[config.mk]
export PLATFORM = sky130hd
export DESIGN_NAME = serial_addsub
export DESIGN_NICKNAME = d
export VERILOG_FILES = /design/src/rtl/serial_addsub.sv
export SDC_FILE = /design/constraint.sdc
export NUM_CORES = 1
export LEC_CHECK = 0
export ABC_AREA = 1
export BUFFER_PORTS_ARGS = -buffer_cell sky130_fd_sc_hd__buf_2
export CAP_MARGIN = 30
export CORE_ASPECT_RATIO = 1.5
export CORE_MARGIN = 10
export CORE_UTILIZATION = 53
export CTS_CLUSTER_DIAMETER = 150
export DETAILED_ROUTE_END_ITERATION = 7
export MAX_ROUTING_LAYER = met4
export PLACE_DENSITY_LB_ADDON = 0.2
export SETUP_SLACK_MARGIN = 0.02
export SLEW_MARGIN = 15
export SYNTH_ARGS = -nofsm -noshare
export SYNTH_HDL_FRONTEND = slang
export SYNTH_SLANG_ARGS = --single-unit
export TNS_END_PERCENT = 50
[constraint.sdc]
create_clock -name clk -period 2.2 [get_ports clk]
set_input_delay 0.44 -clock clk [delete_from_list [all_inputs] [get_ports clk]]
set_output_delay 0.44 -clock clk [all_outputs]
set_load 0.02 [all_outputs]
[src/rtl/serial_addsub.sv]
// serial_addsub: bit-serial adder/subtractor.
// Takes WIDTH cycles per operation and processes one bit per cycle, LSB first.
// The datapath is a single full-adder/full-subtractor cell plus one carry/borrow flop.
// Optional signed-overflow output: define SERIAL_ADDSUB_OVF_EN to add the ovf port and its logic.
module serial_addsub #(
  parameter int WIDTH = 8
) (
  input  logic             clk,
  input  logic             rst_n,
  input  logic             start,
  input  logic             mode,
  input  logic [WIDTH-1:0] a,
  input  logic [WIDTH-1:0] b,
  output logic [WIDTH-1:0] result,
  output logic             cb,
  output logic             busy,
  output logic             done
`ifdef SERIAL_ADDSUB_OVF_EN
  ,
  output logic             ovf
`endif
);

  localparam int CW = (WIDTH > 1) ? $clog2(WIDTH) : 1;

  typedef enum logic [1:0] {IDLE = 2'd0, RUN = 2'd1, DONE = 2'd2} state_t;

  state_t           state_q, state_d;
  logic [CW-1:0]    cnt_q, cnt_d;
  logic [WIDTH-1:0] a_q, a_d, b_q, b_d;
  logic             mode_q, mode_d;
  logic             c_q, c_d;
  logic [WIDTH-1:0] res_q, res_d;
`ifdef SERIAL_ADDSUB_OVF_EN
  logic             ovf_q, ovf_d;
`endif

  // Single bit cell: the operand bits are selected by the counter.
  // The result is assembled by shifting in from the MSB, so after WIDTH cycles bit 0 sits at the LSB.
  logic abit, bbit, sbit, cnext, last;
  assign abit  = a_q[cnt_q];
  assign bbit  = b_q[cnt_q];
  assign sbit  = abit ^ bbit ^ c_q;
  assign cnext = mode_q ? ((~abit & bbit) | (c_q & ~(abit ^ bbit)))
                        : ((abit & bbit) | (c_q & (abit ^ bbit)));
  assign last  = (cnt_q == CW'(WIDTH - 1));

  // Next-state logic: accept start in IDLE/DONE, step one bit per RUN cycle.
  always_comb begin
    state_d = state_q;
    cnt_d   = cnt_q;
    a_d     = a_q;
    b_d     = b_q;
    mode_d  = mode_q;
    c_d     = c_q;
    res_d   = res_q;
`ifdef SERIAL_ADDSUB_OVF_EN
    ovf_d   = ovf_q;
`endif
    case (state_q)
      IDLE, DONE: begin
        if (start) begin
          state_d = RUN;
          cnt_d   = '0;
          a_d     = a;
          b_d     = b;
          mode_d  = mode;
          c_d     = 1'b0;
        end else begin
          state_d = IDLE;
        end
      end
      RUN: begin
        res_d = {sbit, res_q[WIDTH-1:1]};
        c_d   = cnext;
        cnt_d = cnt_q + CW'(1);
        if (last) begin
          state_d = DONE;
`ifdef SERIAL_ADDSUB_OVF_EN
          // sbit is the result MSB on the final step.
          ovf_d = mode_q ? ((a_q[WIDTH-1] != b_q[WIDTH-1]) && (sbit != a_q[WIDTH-1]))
                         : ((a_q[WIDTH-1] == b_q[WIDTH-1]) && (sbit != a_q[WIDTH-1]));
`endif
        end
      end
      default: state_d = IDLE;
    endcase
  end

  // State and datapath registers; reset abandons any operation in flight.
  always_ff @(posedge clk or negedge rst_n) begin
    if (!rst_n) begin
      state_q <= IDLE;
      cnt_q   <= '0;
      a_q     <= '0;
      b_q     <= '0;
      mode_q  <= 1'b0;
      c_q     <= 1'b0;
      res_q   <= '0;
`ifdef SERIAL_ADDSUB_OVF_EN
      ovf_q   <= 1'b0;
`endif
    end else begin
      state_q <= state_d;
      cnt_q   <= cnt_d;
      a_q     <= a_d;
      b_q     <= b_d;
      mode_q  <= mode_d;
      c_q     <= c_d;
      res_q   <= res_d;
`ifdef SERIAL_ADDSUB_OVF_EN
      ovf_q   <= ovf_d;
`endif
    end
  end

  assign result = res_q;
  assign cb     = c_q;
  assign busy   = (state_q == RUN);
  assign done   = (state_q == DONE);
`ifdef SERIAL_ADDSUB_OVF_EN
  assign ovf    = ovf_q;
`endif

endmodule

Word-level counts from Yosys, hierarchy flattened
Index checks and enable logic that the tools add are counted.
{"block": "op_classes", "magnitude_cmp": 1, "bitwise": 10, "n_addsub": 1, "mul": 0, "n_reduce_logical": 5, "div_mod_pow": 0, "eq_ne": 5, "muxes": 12, "shifts": 0}
{"cell": "1-bit binary-select mux with 3-bit select", "n": 2}
{"cell": "3-bit one-hot mux with 2 select lines", "n": 1}
{"cell": "1-bit 2-to-1 mux", "n": 5}
{"cell": "1-bit bitwise AND", "n": 4}
{"cell": "3-bit by 4-bit < comparator with 1-bit output (second input constant)", "n": 1}
{"cell": "2-bit one-hot mux with 2 select lines", "n": 1}
{"cell": "2-bit AND reduction", "n": 2}
{"cell": "3-bit by 1-bit adder with 3-bit output (second input constant)", "n": 1}
{"cell": "3-bit equality test (second input constant)", "n": 1}
{"cell": "3-bit 2-to-1 mux", "n": 1}
{"cell": "2-bit by 1-bit equality test with 1-bit output (second input constant)", "n": 1}
{"cell": "2-bit equality test (second input constant)", "n": 1}
{"cell": "2-bit logical NOT", "n": 1}
{"cell": "2-bit 2-to-1 mux", "n": 1}
{"cell": "2-bit by 1-bit != test with 1-bit output (second input constant)", "n": 1}
{"cell": "2-bit != test (second input constant)", "n": 1}
{"cell": "1-bit inverter", "n": 2}
{"cell": "1-bit bitwise OR", "n": 2}
{"cell": "1-bit one-hot mux with 2 select lines", "n": 1}
{"cell": "2-bit nonzero test", "n": 1}
{"cell": "2-bit OR reduction", "n": 1}
{"cell": "1-bit bitwise XOR", "n": 2}
{"block": "totals", "rom_bits": 0, "mem_bits_rw": 0, "latchBits": 0, "input_bits": 20, "ff_bits": 31, "n_memories": 0}

Depth between registers and ports, before layout
Gate-level depths: netlist of the first run.
{"block": "logic_depth", "depth_word": 8, "mapped_depth": 10, "depth_no_buf": 9}

Worst setup path before layout of the first run
Ideal clock, no wire load.
{"block": "synth_path", "kind": "register to register", "startpoint": "reg cnt_q[0]", "endpoint": "reg c_q, in the netlist cb", "synth_period_minus_slack_ps": 1591, "setup_ps": 130, "arrival_time_ps": 1461, "required_ps": 2070, "stages_incl_launch_ff": 11, "n_path_buf": 1, "setup_slack_ps": 609, "path_cell_list": "dfrtp_1 buf_4 inv_4 nand2_1 nand3_1 nand2_1 nand2_1 nand2_1 fa_1 o211ai_1 o21ai_0"}
{"block": "synth_between", "elab_chain_len": 8, "elab_cells_between_ends": 15, "classes_between": "mux (6); bitwise (9)"}
{"element": "start, declared", "line_no": "29", "text": "logic [CW-1:0] cnt_q, cnt_d;"}
{"element": "start signal, assigned", "line_no": "105", "text": "cnt_q <= cnt_d;"}
{"element": "1-bit binary-select mux with 3-bit select (on tied branches)", "line_no": "41, 42"}
{"element": "1-bit 2-to-1 mux (on tied branches)", "line_no": "41, 42"}
{"element": "1-bit bitwise XOR", "line_no": "44, 45"}
{"element": "1-bit inverter", "line_no": "44", "text": "assign cnext = mode_q ? ((~abit & bbit) | (c_q & ~(abit ^ bbit)))"}
{"element": "1-bit bitwise AND", "line_no": "44"}
{"element": "1-bit bitwise OR", "line_no": "44"}
{"element": "1-bit 2-to-1 mux (*)", "line_no": "44"}
{"element": "1-bit one-hot mux with 2 select lines (*)", "line_no": "60", "text": "case (state_q)"}
{"element": "end signal, assigned", "line_no": "98", "text": "c_q <= 1'b0;"}
{"element": "end signal, assigned", "line_no": "109", "text": "c_q <= c_d;"}
{"element": "end, declared", "line_no": "32", "text": "logic c_q, c_d;"}
Every way passes the cells marked *; elsewhere a longest branch is shown, timed or not. The select of a mux whose other input is x is not followed.
A chain may end at the register's enable or synchronous reset.

Worst setup path in the final report of the first run
Ends and elaborated chain as after synthesis.

==> results of run 1 <==
[worst paths after layout]
check                           from        end  slack, ns  cells past startpoint
max                         cnt_q[0]         cb       0.38                      8
min                            rst_n  result[0]       0.18                      1
max reg2reg                 cnt_q[0]         cb       0.38                      8
min reg2reg                result[0]  result[0]       0.47                      2
max in group asynchronous      rst_n  result[2]       1.57                      1
min in group clk                b[4]     b_q[4]       0.40                      3
[critical path, stage by stage (launching register included)]
cell	delay, ns
dfrtp_1	0.58
inv_4	0.10
nand2_1	0.08
nand3_1	0.06
nand3_1	0.09
nand2_1	0.11
fa_1	0.40
o211ai_1	0.17
o21ai_0	0.10
[layout make-up]
cell class | instances | share of cell area [%]
Clock buffer | 5 | 4.050
Clock inverter | 3 | 0.8837
Inverter | 27 | 6.112
Multi-Input combinational cell | 107 | 31.74
Sequential cell | 31 | 45.66
Tap cell | 37 | 2.725
Timing Repair Buffer | 30 | 8.837
[state kept, by name (all words and copies together) (netlist names)]
| signal | cells |
|---|---|
| state_q | 2 |
| b_q | 8 |
| result | 8 |
| cnt_q | 3 |
| mode_q | 1 |
| cb | 1 |
| a_q | 8 |
[synthesized netlist by cell type]
library cell,number
nor2_4,1
buf_6,4
o211ai_1,1
nor2_1,20
o21ai_0,7
nand3_1,12
inv_1,24
o21ai_2,5
buf_4,2
nand2_1,40
inv_4,1
dfrtp_1,31
nand2_4,1
inv_2,2
a21oi_1,16
fa_1,2
ha_1,2
[cell families after synthesis]
group,after synthesis,share of synthesized area (%)
AOI/OAI and AO/OA,29,11.25
buffers and inverters,33,11.08
and+or+nand+nor,74,20.81
adders and majority gates,4,4.399
DFF,31,52.45
[per-layer routing]
metal	global-route usage [%]	up-vias	share of wire, %
li1	-	589	-
met1	11.88	557	38
met2	22.34	32	53
met3	4.920	7	6.8
met4	5.510	0	2.2
met5	-	-	0
[power groups by stage]
stage | Sequential, mW | Clock (mW) | Combinational, mW
global route | 1.03 | 0.459 | 1.38
global placement | 0.992 | 0 | 1.15
floorplan | 1.05 | 0 | 0.910
detailed placement | 1.01 | 0 | 1.22
finish | 0.999 | 0.414 | 1.21
CTS | 1.00 | 0.427 | 1.22
==> impl_metrics.env, run 1 <==
export IMPL_setup_viol=0
export IMPL_peakVddDrop_v=0.0007731
export IMPL_internal_power_mw=1.476
export IMPL_die_w_um=63.13
export IMPL_stdcell_count=240
export IMPL_post_route_drc_count=0
export IMPL_synthTopCellsByArea="dfrtp_1 (52%), nand2_1 (10%), inv_1 (6.1%), a21oi_1 (5.4%), nor2_1 (5.1%)"
export IMPL_grt_pass1_wl_um=5402
export IMPL_pre_cts_slack_ns=0.4036
export IMPL_via_count=1185
export IMPL_switching_share_pct=43.67
export IMPL_avgRoutedWirePerCell_um=12.54
export IMPL_leakage_nw=0.9300
export IMPL_syn_inst=171
export IMPL_setup_slack_ns=0.3846
export IMPL_final_util_pct=63.49
export IMPL_critical_path_class="register to register"
export IMPL_boundaryPins=31
export IMPL_ys_warn_count=0
export IMPL_regArea_um2=775.7
export IMPL_slew_violations=0
export IMPL_drt_pre_antenna_iters=4
export IMPL_cts_tree="yes"
export IMPL_cp_required_ns=2.36
export IMPL_row_count=23
export IMPL_ctsResizeCount=0
export IMPL_fin_crit_ns=1.815
export IMPL_cts_sinks=31
export IMPL_synth_seq_area_share_pct=52.45
export IMPL_grt_overflow=0
export IMPL_tightestPinTransition_ns=0.6706
export IMPL_finalPower_mw=2.620
export IMPL_finClkSkew_ns=0.002427
export IMPL_fmax_mhz=550.9
export IMPL_drt_total_wl_um=3010
export IMPL_grt_total_usage_pct=12.70
export IMPL_placed_area_um2=1615
export IMPL_multi_input_area_um2=539.3
export IMPL_p_comb_share_pct=46.1
export IMPL_antennaDiodeCount=0
export IMPL_die_y_um=84.70
export IMPL_critPathMaxFanout=11
export IMPL_p_switching_mw=1.144
export IMPL_yosys_register_bits=31
export IMPL_syn_avg_cell_area_um2=8.649
export IMPL_fin_area_um2=1699
export IMPL_postCtsSetupBuffers=0
export IMPL_seq_power_share_pct=38.1
export IMPL_core_area_um2=2676
export IMPL_final_common_cell="nand2_1"
export IMPL_clock_path_buffers=2
export IMPL_whs_ns=0.1836
export IMPL_final_antenna_net_count=0
export IMPL_antenna_found_initial=0
export IMPL_hold_viol=0
export IMPL_maxCapViolations=0
export IMPL_power_density_nw_per_um2=1542
export IMPL_grt_setup_unrepaired="false"
export IMPL_totalNegativeSetupSlack_ns=0
export IMPL_synth_top_cell_area_share_pct=52.45
export IMPL_dp_hpwl_um=2321
export IMPL_grt_max_degree=36
export IMPL_crit_path_end_kind="register"
export IMPL_htreeDepth=2
export IMPL_clk_pin_slew_ns=0.06
export IMPL_synth_top_cell_by_area="dfrtp_1"
export IMPL_fin_nets=226
export IMPL_maxSlewHeadroom_pct=55.29
export IMPL_place_gp_congestion=0.8146
export IMPL_nFillCells=252
export IMPL_grt_pass1_vias=1276
export IMPL_layout_common_cells="nand2_1 (40), dfrtp_1 (31), buf_2 (30)"
export IMPL_worstSetupStartpointType="register"
export IMPL_status="finished, final reports clean"
export IMPL_synth_cell_type_count=17
export IMPL_port_buffers=30
export IMPL_cts_buffers=5
export IMPL_synth_fp_nets=195
export IMPL_worstHoldPathType="input pin to asynchronous set/reset pin"
export IMPL_synth_area_um2=1479
export IMPL_worstPathArrival_ns=1.97
export IMPL_area_growth_pct=14.89
export IMPL_power_frac_clock_pct=15.8
export IMPL_die_area_um2=5347
export IMPL_dp_cells=232
export IMPL_vias_per_cell=4.938
export IMPL_drtIter0Drc=48
export IMPL_start_util_pct=55.26
export IMPL_clock_latency_ns=0.28
export IMPL_final_layout_size_suffix_gt1_share_pct=23.65
export IMPL_postCtsHoldBufs=0
export IMPL_cts_root_buf="clkbuf_8"
export IMPL_fin_crit_sh_pct=82.52
(Power assumes the default switching activity.)
==> run 2: changes to the inputs <==
Clock period 2.2 ns to 1.7 ns, I/O delays scaled along.
==> run 2 against run 1 <==
- die area unchanged
- non-clock buffer count increased by 1
- sequential share of layout area decreased by 1.4 points
- largest power group unchanged
- highest routed layer unchanged
==> impl_metrics.env, run 2 (synthesis results as in run 1) <==
export IMPL_htreeDepth=2
export IMPL_critical_path_class="register to register"
export IMPL_avgRoutedWirePerCell_um=13.00
export IMPL_final_antenna_net_count=0
export IMPL_clock_path_buffers=2
export IMPL_worstHoldPathType="input pin to asynchronous set/reset pin"
export IMPL_maxSlewHeadroom_pct=55.73
export IMPL_final_common_cell="nand2_1"
export IMPL_cts_sinks=31
export IMPL_place_gp_congestion=0.8146
export IMPL_setup_viol=0
export IMPL_status="finished, final reports clean"
export IMPL_grt_pass1_wl_um=5554
export IMPL_cts_buffers=5
export IMPL_fin_crit_sh_pct=94.18
export IMPL_start_util_pct=55.26
export IMPL_drt_total_wl_um=3134
export IMPL_die_area_um2=5347
export IMPL_antennaDiodeCount=0
export IMPL_wl_met3_um=167
export IMPL_worstSetupStartpointType="register"
export IMPL_highest_layer="met4"
export IMPL_die_y_um=84.70
export IMPL_row_count=23
export IMPL_boundaryPins=31
export IMPL_final_layout_size_suffix_gt1_share_pct=28.43
export IMPL_layout_common_cells="nand2_1 (39), buf_2 (30), dfrtp_1 (29)"
export IMPL_critPathMaxFanout=7
export IMPL_wl_met2_um=1661
export IMPL_grt_setup_unrepaired="true"
export IMPL_via_count=1177
export IMPL_grt_overflow=0
export IMPL_fin_crit_ns=1.601
export IMPL_cts_tree="yes"
export IMPL_port_buffers=30
export IMPL_fin_area_um2=1757
export IMPL_worstPathArrival_ns=1.81
export IMPL_vias_per_cell=4.884
export IMPL_fmax_mhz=624.6
export IMPL_finalPower_mw=3.586
export IMPL_placed_area_um2=1615
export IMPL_grt_max_degree=36
export IMPL_die_w_um=63.13
export IMPL_power_density_nw_per_um2=2041
export IMPL_finClkSkew_ns=0.005066
export IMPL_wl_met1_um=1258
export IMPL_cts_root_buf="clkbuf_8"
export IMPL_core_area_um2=2676
export IMPL_area_growth_pct=18.78
export IMPL_drtIter0Drc=58
export IMPL_fin_nets=227
export IMPL_grt_pass1_vias=1290
export IMPL_slew_violations=0
export IMPL_post_route_drc_count=0
export IMPL_drt_pre_antenna_iters=6
export IMPL_maxCapViolations=0
export IMPL_postCtsHoldBufs=0
export IMPL_crit_path_end_kind="register"
export IMPL_tightestPinTransition_ns=0.6640
export IMPL_clock_latency_ns=0.28
export IMPL_antenna_found_initial=0
export IMPL_dp_hpwl_um=2331
export IMPL_peakVddDrop_v=0.001059
export IMPL_grt_total_usage_pct=13.07
export IMPL_leakage_nw=0.9450
export IMPL_clk_pin_slew_ns=0.06
export IMPL_hold_viol=0
export IMPL_cp_required_ns=1.91
## run 2: routing by layer
layer | track usage, % | up-vias
li1 | - | 590
met1 | 12.64 | 554
met2 | 23.17 | 27
met3 | 4.654 | 6
met4 | 4.898 | 0
met5 | - | -
## run 2: what timing repair did
action	in CTS	in global routing
pin swaps	0	3
resized for setup	5	9
buffers inserted	1	0
endpoints found under the setup margin	2	2
gates cloned	0	0
## run 2: power by group
part           internal, mW  leakage, nW  switching [mW]
Sequential             1.09        0.357           0.207
Clock                 0.369       0.0515           0.253
Combinational         0.596        0.536            1.07
## run 2: through the flow
stage          hold WS [ns]  setup WS [ns]  std cells  utilization [%]  TNS [ns]
2_1_floorplan       0.04441         0.1092        171                -         0
3_3_place_gp         0.3968       0.003475        232            60.36         0
3_5_place_dp         0.4127       -0.08876        232            60.36  -0.09556
4_1_cts              0.1084        0.02238        241            64.61         0
5_1_grt              0.1333       0.001159        241            65.64         0
6_report            0.08188        0.09891        241            65.64         0
## run 2: cell type report
class                   count  area [um2]
inverters                  27       103.9
repair buffers             31       161.4
clock buffers               8       100.1
fillers                   259       919.6
well taps                  37       46.29
multi-input cells         107       566.8
flip-flops and latches     31       778.2
## run 2: worst paths after layout
check	start	end	slack [ns]	depth (start not counted)
max in group asynchronous	rst_n	cnt_q[0]	1.14	1
min reg2reg	result[0]	result[0]	0.48	2
max reg2reg	cnt_q[0]	result[7]	0.1	8
min	rst_n	state_q[0]	0.08	1
max	cnt_q[0]	result[7]	0.1	8
min in group clk	mode	mode_q	0.30	3
## run 2: worst max-delay path, stage by stage, from the launching register on
cell     delay, ns
dfrtp_2       0.46
buf_6         0.15
nand2_1       0.07
nand3_2       0.09
nand2_1       0.08
nand2_1       0.05
nand2_1       0.09
fa_2          0.44
o21ai_2       0.12
